===== config.mk =====
export PLATFORM = sky130hd
export DESIGN_NAME = hack_ram_arbiter
export DESIGN_NICKNAME = d
export VERILOG_FILES = /design/src/rtl/hack_ram_arbiter.sv
export SDC_FILE = /design/constraint.sdc
export NUM_CORES = 1
export LEC_CHECK = 0
export CORE_AREA = 8 8 88 90
export DETAILED_ROUTE_END_ITERATION = 7
export DIE_AREA = 0 0 96 98
export GPL_TIMING_DRIVEN = 0
export HOLD_SLACK_MARGIN = 0.08
export PLACE_DENSITY = 0.74
export SYNTH_ARGS = -nofsm -noshare
export SYNTH_HDL_FRONTEND = slang
export SYNTH_SLANG_ARGS = --single-unit

===== constraint.sdc =====
create_clock -name clock -period 1.7 [get_ports clock]
set_input_delay 0.425 -clock clock [delete_from_list [all_inputs] [get_ports clock]]
set_output_delay 0.425 -clock clock [all_outputs]
set_load 0.01 [all_outputs]

===== src/rtl/hack_ram_arbiter.sv =====
// hack_ram_arbiter: shares the single-port hack 16K x 16 data RAM between CPU port A and DMA port B
// Ports: clock, reset_n (async active-low); a_*/b_*: req, we, addr, wdata in, gnt, rvalid, rdata out;
//   ram_load/ram_addr/ram_in drive the RAM, ram_out is its registered-address read data.
module hack_ram_arbiter #(
  parameter int ADDR_W = 14,
  parameter int DATA_W = 16,
  parameter int STARVE_MAX = 4
) (
  input  logic              clock,
  input  logic              reset_n,
  input  logic              a_req,
  input  logic              a_we,
  input  logic [ADDR_W-1:0] a_addr,
  input  logic [DATA_W-1:0] a_wdata,
  output logic              a_gnt,
  output logic              a_rvalid,
  output logic [DATA_W-1:0] a_rdata,
  input  logic              b_req,
  input  logic              b_we,
  input  logic [ADDR_W-1:0] b_addr,
  input  logic [DATA_W-1:0] b_wdata,
  output logic              b_gnt,
  output logic              b_rvalid,
  output logic [DATA_W-1:0] b_rdata,
  output logic              ram_load,
  output logic [ADDR_W-1:0] ram_addr,
  output logic [DATA_W-1:0] ram_in,
  input  logic [DATA_W-1:0] ram_out
);
  logic [3:0] starve_cnt;
  logic b_pri;
  logic [DATA_W-1:0] a_hold, b_hold;
  always_comb begin
    b_pri = starve_cnt == 4'(STARVE_MAX);
    a_gnt = a_req & ~(b_pri & b_req);
    b_gnt = b_req & (b_pri | ~a_req);
    ram_load = a_gnt ? a_we : b_gnt & b_we;
    ram_addr = a_gnt ? a_addr : b_gnt ? b_addr : '0;
    ram_in = a_gnt ? a_wdata : b_gnt ? b_wdata : '0;
    a_rdata = a_rvalid ? ram_out : a_hold;
    b_rdata = b_rvalid ? ram_out : b_hold;
  end
  // starve_cnt saturates at STARVE_MAX, which is exactly when B wins priority
  always_ff @(posedge clock or negedge reset_n)
    if (!reset_n) begin
      starve_cnt <= '0;
      a_rvalid <= 1'b0;
      b_rvalid <= 1'b0;
      a_hold <= '0;
      b_hold <= '0;
    end else begin
      starve_cnt <= (b_req & ~b_gnt) ? (b_pri ? starve_cnt : starve_cnt + 4'd1) : 4'd0;
      a_rvalid <= a_gnt & ~a_we;
      b_rvalid <= b_gnt & ~b_we;
      if (a_rvalid) a_hold <= ram_out;
      if (b_rvalid) b_hold <= ram_out;
    end
endmodule


==> impl_metrics.json <==
{
  "status": "complete, but fails checks",
  "violations": "negative setup slack",
  "vias": 1884,
  "rsz0062_at_grt": "true",
  "critical_path.max_stage_delay_ps": 390,
  "path_cells": "inv_2 -> ha_4 -> nand3b_4 -> a21oi_4 -> buf_6 -> buf_6 -> a22o_1 -> buf_6",
  "clk_latency_ps": 280,
  "yosys_most_used_dff": "dfrtp_1",
  "grt_pass1_vias": 2165,
  "yosysUniqueCellTypes": 18,
  "synthTopCellsByArea": "dfrtp_1, mux2_2, a22o_1, buf_6, and3_1",
  "path_max_fanout": 5,
  "finalSetupViolations": 64,
  "drcViolationCount": 0,
  "routed_via_density": 4.66,
  "hold_slack_ps": 244,
  "clkSinkCount": 38,
  "startpoint_type": "flop",
  "port_buffers": 148,
  "finalWirelength_um": 7710,
  "crit_path_frequent_cell": "buf_6",
  "fin_skew_ps": 4.97,
  "syn_nets": 213,
  "fin_ws_ps": -460,
  "fp.dieH_um": 98,
  "clockBufferDepth": 2,
  "cts_htree_levels": 2,
  "dp_hpwl_um": 5640,
  "worst_pin_slew_ps": 844,
  "drt-initial-drc-count": 18,
  "worst_path_max_delay_cell": "dfrtp_1",
  "relSlewSlack_pct": 43.7,
  "min_path_type": "primary input to asynchronous set/reset pin",
  "synth.avg_cell_area_um2": 14.0,
  "gr-usage-met3_pct": 7.37,
  "ys_top_cells_by_count": "dfrtp_1, mux2_2, a22o_1",
  "power_mw": 3.10,
  "syn_area_um2": 1800,
  "drv_slew": 0,
  "drive_gt1_share_pct": 50.2,
  "synth_edf_count": 0,
  "antenna_found_initial": 1,
  "p_leak_nw": 1.93,
  "use_met1_pct": 16.0,
  "area_delta_synth_final_pct": 122,
  "power_density_nw_per_um2": 776,
  "nNetsFinal": 407,
  "gr-total-overflow": 0,
  "clock-root-buffer": "clkbuf_8",
  "crit_family": "buffers and inverters",
  "finalWeightedCongestion": 0.747,
  "cts_tree": "done",
  "syn_inst": 129,
  "wl_per_cell_um": 19.1,
  "drtPass1Iterations": 6,
  "synth_largest_area_cell": "dfrtp_1",
  "synthMostInstantiatedCell": "dfrtp_1",
  "gr-max-usage-layer": "met2",
  "cp.arrival_ps": 1740,
  "worstPathBufferInverterCount": 4,
  "rows": 30,
  "fp.dieW_um": 96,
  "cp-end-kind": "output pin",
  "grt.total_usage_pct": 16.4,
  "path_class": "flop to output pin",
  "rr_worst_depth": 5,
  "ant_nets": 0,
  "grt_max_degree": 39,
  "clkTransAtPathRegs_ps": 70,
  "period_share_pct": 127,
  "required_ps": 1270,
  "synth_seq_area_share_pct": 52.7,
  "finalCriticalPeriod_ps": 2160,
  "numCtsBuffers": 5,
  "ys_ff_latch": 38,
  "grtUsageMet2_pct": 29.3,
  "async_flop_share_pct": 100,
  "critical_path_depth": 8,
  "post-place-ws_ps": -941,
  "dieArea_um2": 9410,
  "ir_drop_mv": 0.469,
  "yosysTopAreaCellShare_pct": 52.7,
  "grt_pass1_wl_um": 11800,
  "initial_core_util_pct": 27.8,
  "n_fill_cell": 519,
  "io_pins": 149,
  "max_freq_ghz": 0.463,
  "yosysWarnings": 0,
  "hold_viol_final": 0,
  "maxCapViolations": 0,
  "core_area_um2": 6490
}
per-layer routing:
metal | part of all wire (%) | routed length [um] | vias to the layer above
li1 | - | - | 871
met1 | 34 | 2650 | 901
met2 | 53 | 4100 | 105
met3 | 11 | 838 | 7
met4 | 1.5 | 114 | 0
met5 | 0 | 0 | -
flip-flops by register name (all words and copies together), names as in the netlist:
register    flops
a_hold         16
b_hold         16
starve_cnt      4
b_rvalid        1
a_rvalid        1
worst paths after layout:
check | startpoint | to | slack [ps]
setup / recovery | starve_cnt[0] | ram_addr[13] | -460
hold / removal | reset_n | a_hold[7] | 240
setup reg to reg | b_rvalid | b_hold[8] | 380
hold reg to reg | b_hold[4] | b_hold[4] | 500
max in group asynchronous | reset_n | starve_cnt[3] | 930
min in group clock | b_hold[4] | b_hold[4] | 500
metrics by stage:
step | setup TNS [ps] | util [%] | area (um2) | std cells
after floorplan | -527 | - | 1810 | 129
after global placement | -66510 | 52.2 | 3390 | 357
after detailed placement | -42460 | 52.1 | 3380 | 357
after CTS | -21270 | 61.7 | 4010 | 404
after global routing | -23730 | 61.6 | 4000 | 404
final | -18010 | 61.6 | 4000 | 404
kinds of logic (layout without fill, tap and decap cells):
group | count (synthesis) | after routing | synth area share, %
other | 0 | 1 | 0
buffers and inverters | 13 | 206 | 4.85
XOR/XNOR | 2 | 2 | 0.971
AO/OA/AOI/OAI | 33 | 34 | 16.4
multiplexers | 32 | 32 | 20.0
AND/OR/NAND/NOR | 9 | 9 | 3.74
adder cells (fa/ha/maj) | 2 | 2 | 1.39
flip-flops | 38 | 38 | 52.7
cells in the final DEF, fill, tap and decap left out, types with 2 or more instances in the layout:
| cell type | netlist | layout |
|---|---|---|
| mux2_4 | 0 | 32 |
| and3_1 | 4 | 4 |
| buf_8 | 0 | 4 |
| clkbuf_8 | 0 | 6 |
| a22o_1 | 31 | 31 |
| inv_2 | 0 | 3 |
| buf_2 | 4 | 25 |
| buf_4 | 3 | 18 |
| dlygate4sd2_1 | 0 | 2 |
| buf_6 | 3 | 67 |
| clkdlybuf4s50_1 | 0 | 78 |
| dfrtp_1 | 38 | 38 |
timing repair:
item	4_1_cts	5_1_grt
pin swaps	4	4
cloned	7	0
setup buffers	35	7
hold buffers	0	0
setup endpoints to repair	65	66
gates resized for setup	374	24
layout make-up:
type	count	area [um2]	area share, %
multi-input combinational	79	915	22.9
buffer	6	67.6	1.69
inverter	3	11.3	0.282
tap	80	100	2.50
sequential	38	951	23.8
clock buffer	6	82.6	2.07
clock inverter	1	30.0	0.751
timing repair buffer	190	1840	46.0
antenna	1	2.50	0.0626
where the power goes:
group / internal, mW / total (mW) / switching, mW
logic: 0.813 / 1.26 / 0.450
clock network: 0.469 / 0.767 / 0.298
registers: 1.03 / 1.07 / 0.0392
total: 2.32 / 3.10 / 0.787
No activity file was read; power rests on OpenSTA's default activity.
